[src/rtl/powergate_ack_pkg.sv]
// Shared types and constants for the power-switch acknowledge model.
package powergate_ack_pkg;

  typedef enum logic {
    ST_STABLE   = 1'b0,
    ST_COUNTING = 1'b1
  } chan_state_e;

  localparam int DEFAULT_LAT = 15;

endpackage

[src/rtl/powergate_ack_channel.sv]
// One emulated switch cell: delays a request change by a sampled latency
// before reflecting it on ack, with cancel and freeze (stuck fault) support.
module powergate_ack_channel
  import powergate_ack_pkg::*;
#(
  parameter int CNT_W   = 8,
  parameter bit RST_ACK = 1'b1
) (
  input  logic             clk_i,
  input  logic             rst_i,
  input  logic             switch_i,
  input  logic [CNT_W-1:0] lat_on_i,
  input  logic [CNT_W-1:0] lat_off_i,
  input  logic             fault_stuck_i,
  output logic             ack_o,
  output logic             busy_o,
  output logic             ack_evt_o
);

  chan_state_e      state_q, state_nxt;
  logic             tgt_q, tgt_nxt;
  logic             ack_q, ack_nxt;
  logic             evt_q, evt_nxt;
  logic [CNT_W-1:0] cnt_q, cnt_nxt;
  logic [CNT_W-1:0] lat_sel;

  // A zero latency still costs one edge, so the counter never starts at 0.
  always_comb begin
    lat_sel = switch_i ? lat_off_i : lat_on_i;
    if (lat_sel == '0) lat_sel = CNT_W'(1);
  end

  always_comb begin
    state_nxt = state_q;
    tgt_nxt   = tgt_q;
    cnt_nxt   = cnt_q;
    ack_nxt   = ack_q;
    evt_nxt   = 1'b0;
    if (!fault_stuck_i) begin
      unique case (state_q)
        ST_STABLE: begin
          if (switch_i != ack_q) begin
            tgt_nxt   = switch_i;
            cnt_nxt   = lat_sel;
            state_nxt = ST_COUNTING;
          end
        end
        ST_COUNTING: begin
          // Request returning to the current ack wins over completion.
          if (switch_i == ack_q) begin
            cnt_nxt   = '0;
            state_nxt = ST_STABLE;
          end else if (cnt_q == CNT_W'(1)) begin
            ack_nxt   = tgt_q;
            cnt_nxt   = '0;
            evt_nxt   = 1'b1;
            state_nxt = ST_STABLE;
          end else begin
            cnt_nxt = cnt_q - CNT_W'(1);
          end
        end
        default: state_nxt = ST_STABLE;
      endcase
    end
  end

  always_ff @(posedge clk_i) begin
    if (rst_i) begin
      state_q <= ST_STABLE;
      tgt_q   <= RST_ACK;
      ack_q   <= RST_ACK;
      evt_q   <= 1'b0;
      cnt_q   <= '0;
    end else begin
      state_q <= state_nxt;
      tgt_q   <= tgt_nxt;
      ack_q   <= ack_nxt;
      evt_q   <= evt_nxt;
      cnt_q   <= cnt_nxt;
    end
  end

  assign ack_o     = ack_q;
  assign busy_o    = (state_q == ST_COUNTING);
  assign ack_evt_o = evt_q;

endmodule

[config.mk]
export PLATFORM = sky130hd
export DESIGN_NAME = powergate_ack_channel
export DESIGN_NICKNAME = d
export VERILOG_FILES = /design/src/rtl/powergate_ack_pkg.sv /design/src/rtl/powergate_ack_channel.sv
export SDC_FILE = /design/constraint.sdc
export NUM_CORES = 1
export LEC_CHECK = 0
export CAP_MARGIN = 20
export CORE_MARGIN = 4
export CORE_UTILIZATION = 40
export CTS_CLUSTER_DIAMETER = 150
export DETAILED_ROUTE_END_ITERATION = 16
export PLACE_DENSITY = 0.68
export SYNTH_ARGS = -nofsm -noshare
export SYNTH_HDL_FRONTEND = slang
export SYNTH_SLANG_ARGS = --single-unit
[constraint.sdc]
create_clock -name clk_i -period 4.5 [get_ports clk_i]
set_input_delay 0.45 -clock clk_i [delete_from_list [all_inputs] [get_ports clk_i]]
set_output_delay 0.45 -clock clk_i [all_outputs]
set_load 0.03 [all_outputs]
==> flow_metrics.tcl, run 1 <==
set metrics [dict create \
    skew_ps 7.62 \
    ys_top_cells_by_area "dfxtp_1, mux2i_1, a21oi_1, o32ai_1, a32o_1" \
    drt_iter0_drc 32 \
    power_per_cell_area_nw_per_um2 263 \
    cts_hold_buf 0 \
    fin_crit_ps 2430 \
    overflow 0 \
    rr_worst_depth 4 \
    finalSetupViolations 0 \
    design.portCount 23 \
    cp_num_cells 5 \
    io_buffers 22 \
    cts_max_level 1 \
    hold_viol 0 \
    arrival_ps 2600 \
    setup.worst_path.end "cnt_q[5]" \
    cp-startpoint "switch_i" \
    ys_seq_area_frac 0.279 \
    worst_slew_pin_slew_ps 1010 \
    cts_tree "yes" \
    cp-start-kind "input pin" \
    synth_seq_cells 12 \
    post_cts_buffers 0 \
    synth_ff_type "dfxtp_1" \
    ir_drop_uv 161 \
    grt_pass1_vias 897 \
    grt_max_degree 19 \
    cts_max_path_buffers 2 \
    clk_pin_slew_ps 80 \
    path_cells "clkdlybuf4s50_1 -> xnor2_1 -> a21oi_1 -> o21ai_1 -> a32o_1" \
    regToRegEndpoint "cnt_q[5]" \
    setup_tns_ps 0 \
    dieArea_um2 2960 \
    grt_pass1_wl_mm 4.26 \
    cts-buffers-inserted 3 \
    path_class "input pin to flop" \
    start_util 0.431 \
    drv_slew 0 \
    min_period_over_period 0.540 \
    gr-usage-all-layers 0.198 \
    final_core_util 0.565 \
    dr.pass1.iters 4 \
    dp.cells 149 \
    core_um2 2000 \
    relSlewSlack 0.320 \
    path_max_fanout 16 \
    async_flop_share 0 \
    place_congestion 0.866 \
    num-fill-cells 192 \
    synth_cells 105 \
    rsz0062_at_grt "no" \
    drive_gt1_frac 0.0794 \
    fin_cells 153 \
    synth_top_cell_by_area "dfxtp_1" \
    final_area_um2 1130 \
    drt-total-wl_mm 2.50 \
    hpwl_mm 1.95 \
    critPathBufInv 1 \
    nets 149 \
    via_count 939 \
    num_rows 16 \
    crit_family "compound AO/OA/AOI/OAI gates" \
    post_dp_cell_area_um2 1090 \
    critical_path.max_stage_delay_ps 890 \
    ys_types 41 \
    endpoint_kind "flop" \
    synth_edf_count 0 \
    required_ps 4670 \
    reg2reg_slack_ps 2430 \
    clockRootBuffer "clkbuf_4" \
    antenna_found_initial 0 \
    p_total_w 0.000298 \
    yosysTopAreaCellShare 0.279 \
    die_x_um 54.4 \
    syn_nets 127 \
    outcome "complete, no violations" \
    fmax_ghz 0.412 \
    cp_slowest_cell "clkdlybuf4s50_1" \
    remaining_drc_errors 0 \
    cts_resized 0 \
    syn_to_final_growth_pct 31.2 \
    ant_nets 0 \
    yosys_warnings 0 \
    cap_viol_max_count 0 \
    routedWlPerCell_um 16.3 \
    hp-class "flop to flop" \
    die_h_um 54.4 \
    via_per_inst 6.14 \
    antennaDiodeCount 0 \
    netlist_area_um2 862 \
    insertion_delay_ps 280 \
    rr_startpoint "busy_o" \
    power_leakage_nw 0.414 \
    syn_area_per_cell_um2 8.21 \
    clock_sinks 12 \
]
==> layout make-up <==
cell class	count	area, µm²	area share
clock buffer	4	36.3	0.0321
inverter	5	18.8	0.0166
multi-input combinational	83	582	0.514
sequential	12	240	0.212
tap	27	33.8	0.0299
timing repair buffer	22	220	0.195
==> metal layers <==
layer	share of wire	GRT usage	up-vias
met5	0	0	-
met4	0.016	0.0498	0
met3	0.062	0.0490	4
met2	0.49	0.335	30
met1	0.43	0.250	448
li1	-	-	457
==> registers in the layout, summed over array words and instances, names as in the netlist <==
signal	count
ack_o	1
tgt_q	1
cnt_q	8
busy_o	1
ack_evt_o	1
==> how the worst min path moves through the flow <==
stage                     startpoint  endpoint  slack, ps  depth (start not counted)
after detailed placement    cnt_q[1]  cnt_q[1]        490                          2
after CTS                   cnt_q[1]  cnt_q[1]        500                          2
after floorplan             cnt_q[1]  cnt_q[1]        460                          2
after global placement      cnt_q[1]  cnt_q[1]        480                          2
after global routing        cnt_q[1]  cnt_q[1]        540                          2
final                       cnt_q[1]  cnt_q[1]        500                          2
==> through the flow <==
| step | worst slack, ps | hold WS [ps] |
|---|---|---|
| 5_1_grt | 1880 | 538 |
| 6_report | 2070 | 501 |
| 4_1_cts | 2100 | 504 |
| 2_1_floorplan | 2750 | 456 |
| 3_5_place_dp | 1820 | 491 |
| 3_3_place_gp | 1930 | 483 |
==> Yosys cell counts, types with 2 or more instances <==
library cell	number
a311oi_1	2
nand2_1	4
nor2_1	7
ha_1	2
nand3_1	3
nor2b_1	3
clkbuf_1	2
a32o_1	3
o21ai_1	4
o21ai_0	5
mux2i_1	5
buf_2	2
o32ai_1	4
dfxtp_1	12
nor4_1	4
nor3_1	5
a21oi_1	9
a211oi_1	2
inv_1	5
==> cells in the final DEF, fill, tap and decap left out, types with 2 or more instances in the layout <==
cell,instances
o21ai_0,5
nor2_1,7
o32ai_1,4
a21oi_1,9
inv_1,5
a311oi_1,2
clkbuf_4,3
nor3_1,5
a211oi_1,2
clkdlybuf4s50_1,22
a32o_1,3
nand3_1,3
ha_1,2
o21ai_1,4
nor4_1,4
mux2i_1,5
nand2_1,4
nor2b_1,3
dfxtp_1,12
==> power by group <==
group	leakage, nW	switching [W]	internal [W]
Combinational	0.294	0.0000443	0.0000432
Sequential	0.0984	0.0000102	0.000113
Clock	0.0210	0.0000378	0.0000492
Total	0.414	0.0000923	0.000205
==> worst register-to-register path, delay by kind of cell, from the launching register on <==
kind | cells | cell delay [ps]
compound gates | 3 | 970
flops | 1 | 740
buf+inv | 1 | 260
==> cells by family after synthesis <==
logic type	count (synthesis)	synth area share
multiplexers	6	0.0711
flip-flops	12	0.279
buffers and inverters	10	0.0464
AND/OR/NAND/NOR	33	0.210
adder cells (fa/ha/maj)	2	0.0290
XOR/XNOR	2	0.0203
AO/OA/AOI/OAI	40	0.344
Note: power is estimated with default switching activity, not from simulation.
==> run 2: changes to the inputs <==
clock period = 2.5 ns   (was 4.5 ns; I/O delays follow)
==> flow_metrics.tcl, run 2 (synthesized netlist as in run 1, its figures left out) <==
set metrics [dict create \
    io_buffers 22 \
    grtUsageMet3 0.0354 \
    die_h_um 54.4 \
    rr_startpoint "cnt_q[0]" \
    grtUsageMet1 0.256 \
    relSlewSlack 0.467 \
    fmax_ghz 0.522 \
    layout_commonest_cell "clkdlybuf4s50_1" \
    power_leakage_nw 0.429 \
    setup_tns_ps 0 \
    hold_viol 0 \
    skew_ps 4.37 \
    cts_resized 0 \
    design.portCount 23 \
    endpoint_kind "flop" \
    hpwl_mm 1.95 \
    final_cell_mix "clkdlybuf4s50_1, dfxtp_1, a21oi_1" \
    die_x_um 54.4 \
    antenna_found_initial 0 \
    num_rows 16 \
    place_congestion 0.882 \
    cts_hold_buf 0 \
    syn_to_final_growth_pct 33.8 \
    cp-startpoint "cnt_q[0]" \
    grt-busiest-layer "met2" \
    power_per_cell_area_nw_per_um2 475 \
    via_per_inst 6.11 \
    cts_tree "yes" \
    finalSetupViolations 0 \
    clockRootBuffer "clkbuf_4" \
    dr.pass1.iters 4 \
    required_ps 2680 \
    grt_max_degree 19 \
    hp-class "flop to flop" \
    largest_register_ffs 8 \
    drive_gt1_frac 0.101 \
    ir_drop_uv 305 \
    grt_pass1_vias 918 \
    hp-start "cnt_q[7]" \
    overflow 0 \
    drv_slew 0 \
    cts_max_level 1 \
    cts_max_path_buffers 2 \
    clk_pin_slew_ps 90 \
    cts-buffers-inserted 3 \
    outcome "complete, no violations" \
    start_util 0.431 \
    drt-total-wl_mm 2.51 \
    routedWlPerCell_um 16.1 \
    ant_nets 0 \
    grt_pass1_wl_mm 4.19 \
    rsz0062_at_grt "no" \
    fin_crit_ps 1910 \
    remaining_drc_errors 0 \
    dieArea_um2 2960 \
    path_class "flop to flop" \
    post_dp_cell_area_um2 1120 \
    via_count 953 \
    post_cts_buffers 0 \
    core_um2 2000 \
    cap_viol_max_count 0 \
    path_max_fanout 6 \
    antennaDiodeCount 0 \
    num-fill-cells 196 \
    min_period_over_period 0.766 \
    worst_slew_pin_slew_ps 788 \
    drt_iter0_drc 28 \
    nets 152 \
    arrival_ps 2090 \
    top_register "cnt_q" \
    insertion_delay_ps 280 \
    final_area_um2 1150 \
    gr-usage-all-layers 0.194 \
    cp-start-kind "flop" \
    use_met2 0.309 \
    clock_sinks 12 \
]
[run 2: changes by cell type in the layout (fill, tap and decap cells not counted)]
| cell | delta |
|---|---|
| buf_4 | +3 |
[run 2: worst max-delay path: stages (launching register included)]
cell and delay [ps]:
dfxtp_1 430, ha_1 210, or4b_4 520, o211ai_4 290, o21ai_1 110, a32o_1 250
[run 2: worst paths after layout]
path,endpoint,slack (ps),depth (start not counted)
min,cnt_q[7],510,2
max reg2reg,cnt_q[3],590,5
min reg2reg,cnt_q[7],510,2
max,cnt_q[3],590,5
[run 2: through the flow]
stage | setup WS (ps) | util | instances | hold slack, ps | total power, W
final | 586 | 0.576 | 156 | 514 | 0.000548
after global routing | 475 | 0.576 | 156 | 556 | 0.000581
after CTS | 607 | 0.576 | 156 | 514 | 0.000548
after detailed placement | 538 | 0.558 | 152 | 503 | 0.000384
after global placement | 544 | 0.558 | 152 | 486 | 0.000382
after floorplan | 752 | - | 105 | 319 | 0.000318
[run 2: area by class of cell]
class,instances,area (µm²),share of cell area
clock buffer,4,36.3,0.0315
inverter,5,18.8,0.0163
multi-input combinational,83,582,0.504
sequential,12,240,0.208
tap,27,33.8,0.0293
timing repair buffer,25,243,0.210
[run 2: layer usage]
layer / share of wire / vias to the layer above
li1: - / 458
met1: 0.45 / 452
met2: 0.47 / 39
met3: 0.063 / 4
met4: 0.014 / 0
met5: 0 / -
[run 2: power by group]
group	internal, W	total [W]	switching (W)
sequential	0.000203	0.000217	0.0000136
clock	0.0000886	0.000165	0.0000767
combinational	0.0000815	0.000166	0.0000844
total	0.000374	0.000548	0.000175
==> run 3: changes to the inputs <==
PLACE_DENSITY = 0.71   (was 0.68)
clock period = 1.6 ns   (was 2.5 ns; I/O delays follow)
==> flow_metrics.tcl, run 3 (synthesized netlist as in run 1, its figures left out) <==
set metrics [dict create \
    outcome "finished, violations left" \
    violations "setup timing" \
    die_x_um 54.4 \
    path_max_fanout 4 \
    drive_gt1_frac 0.268 \
    power_leakage_nw 0.503 \
    via_count 1021 \
    drv_slew 0 \
    routedWlPerCell_um 16.0 \
    die_h_um 54.4 \
    skew_ps 11.3 \
    rsz0062_at_grt "yes" \
    rr_startpoint "cnt_q[1]" \
    grt_pass1_wl_mm 4.32 \
    cts_max_level 1 \
    antenna_found_initial 0 \
    core_um2 2000 \
    cts_tree "yes" \
    gr-usage-all-layers 0.203 \
    p_comb_frac 0.372 \
    layout_commonest_cell "clkdlybuf4s50_1" \
    endpoint_kind "flop" \
    p_sw_w 0.000288 \
    post_cts_buffers 0 \
    cap_viol_max_count 0 \
    critical_path.max_stage_delay_ps 500 \
    remaining_drc_errors 0 \
    setup_tns_ps -699 \
    fmax_ghz 0.574 \
    drt-total-wl_mm 2.71 \
    seq_power_share 0.363 \
    p_total_w 0.000922 \
    switching_share 0.312 \
    worst_slew_pin_slew_ps 514 \
    setup.worst_path.end "cnt_q[4]" \
    largest_register_ffs 8 \
    path_cells "inv_2 -> ha_4 -> or4b_4 -> o2111ai_1 -> nand2_1 -> a32o_1" \
    ir_drop_uv 552 \
    start_util 0.431 \
    post_dp_cell_area_um2 1240 \
    path_class "flop to flop" \
    cp-start-kind "flop" \
    io_buffers 22 \
    cts_hold_buf 0 \
    cp_slowest_cell "or4b_4" \
    grt_pass1_vias 907 \
    clkPwrFrac 0.265 \
    fin_crit_ps 1740 \
    hold_depth 2 \
    grt_max_degree 17 \
    power.internal_w 0.000634 \
    regToRegEndpoint "cnt_q[4]" \
    cts-buffers-inserted 3 \
    hpwl_mm 2.00 \
    nets 165 \
    num_rows 16 \
    reg2reg_slack_ps -140 \
    clock_sinks 12 \
    hp-class "flop to flop" \
    design.portCount 23 \
    min_period_over_period 1.09 \
    final_cell_mix "clkdlybuf4s50_1, buf_4, dfxtp_1" \
    hold_viol 0 \
    ant_nets 0 \
    rr_worst_depth 6 \
    relSlewSlack 0.655 \
    overflow 0 \
    clk_pin_slew_ps 80 \
    drt_iter0_drc 51 \
    clockRootBuffer "clkbuf_4" \
    required_ps 1770 \
    power_per_cell_area_nw_per_um2 696 \
    dr.pass1.iters 4 \
    via_per_inst 6.04 \
    fin_ws_ps -143 \
    top_register "cnt_q" \
    cp-startpoint "cnt_q[1]" \
    cts_max_path_buffers 2 \
    place_congestion 0.954 \
    final_area_um2 1330 \
    antennaDiodeCount 0 \
    arrival_ps 1910 \
    dieArea_um2 2960 \
    fin_hold_ws_ps 562 \
    insertion_delay_ps 280 \
    finalSetupViolations 6 \
    syn_to_final_growth_pct 53.7 \
]
-- run 3: cell type report --
class | count | area (µm²)
Multi-Input combinational cell | 83 | 652
Inverter | 5 | 18.8
Timing Repair Buffer | 38 | 339
Tap cell | 27 | 33.8
Fill cell | 177 | 677
Sequential cell | 12 | 245
Clock buffer | 4 | 36.3
-- run 3: metrics by stage --
step,utilization,setup slack (ps),instances
6_report,0.662,-143,169
5_1_grt,0.662,-214,169
4_1_cts,0.640,-135,169
3_5_place_dp,0.621,-130,165
3_3_place_gp,0.621,-106,165
2_1_floorplan,-,-41.7,105
-- run 3: metal layers --
| layer | global-route usage | share of wire |
|---|---|---|
| met3 | 0.0436 | 0.056 |
| met4 | 0.0581 | 0.016 |
| met2 | 0.327 | 0.49 |
| met5 | 0 | 0 |
| met1 | 0.269 | 0.44 |
-- run 3: how the worst min path moves through the flow --
stage / startpoint / to / slack [ps]
after floorplan: rst_i / cnt_q[1] / 220
after global placement: tgt_q / ack_o / 520
after detailed placement: tgt_q / ack_o / 540
after CTS: tgt_q / ack_o / 550
after global routing: tgt_q / ack_o / 570
final: tgt_q / ack_o / 560
-- run 3: power groups by stage --
stage               Combinational, W  Sequential (W)  Clock, W
global placement            0.000302        0.000339         0
floorplan                   0.000156        0.000346         0
detailed placement          0.000305        0.000340         0
finish                      0.000343        0.000334  0.000245
CTS                         0.000312        0.000333  0.000249
global route                0.000371        0.000337  0.000265
-- run 3: critical path: cells and delay by family (launching register included) --
kind / cells / cell delay, ps
buffers and inverters: 1 / 70
and+or+nand+nor: 2 / 580
AOI/OAI and AO/OA: 2 / 520
DFF: 1 / 330
adders and majority gates: 1 / 130
-- run 3: what timing repair did --
item | in CTS | in global routing
pin swaps | 2 | 1
hold endpoints to repair | 0 | 0
setup endpoints to repair | 8 | 8
cloned | 0 | 0
gates resized for setup | 2 | 9
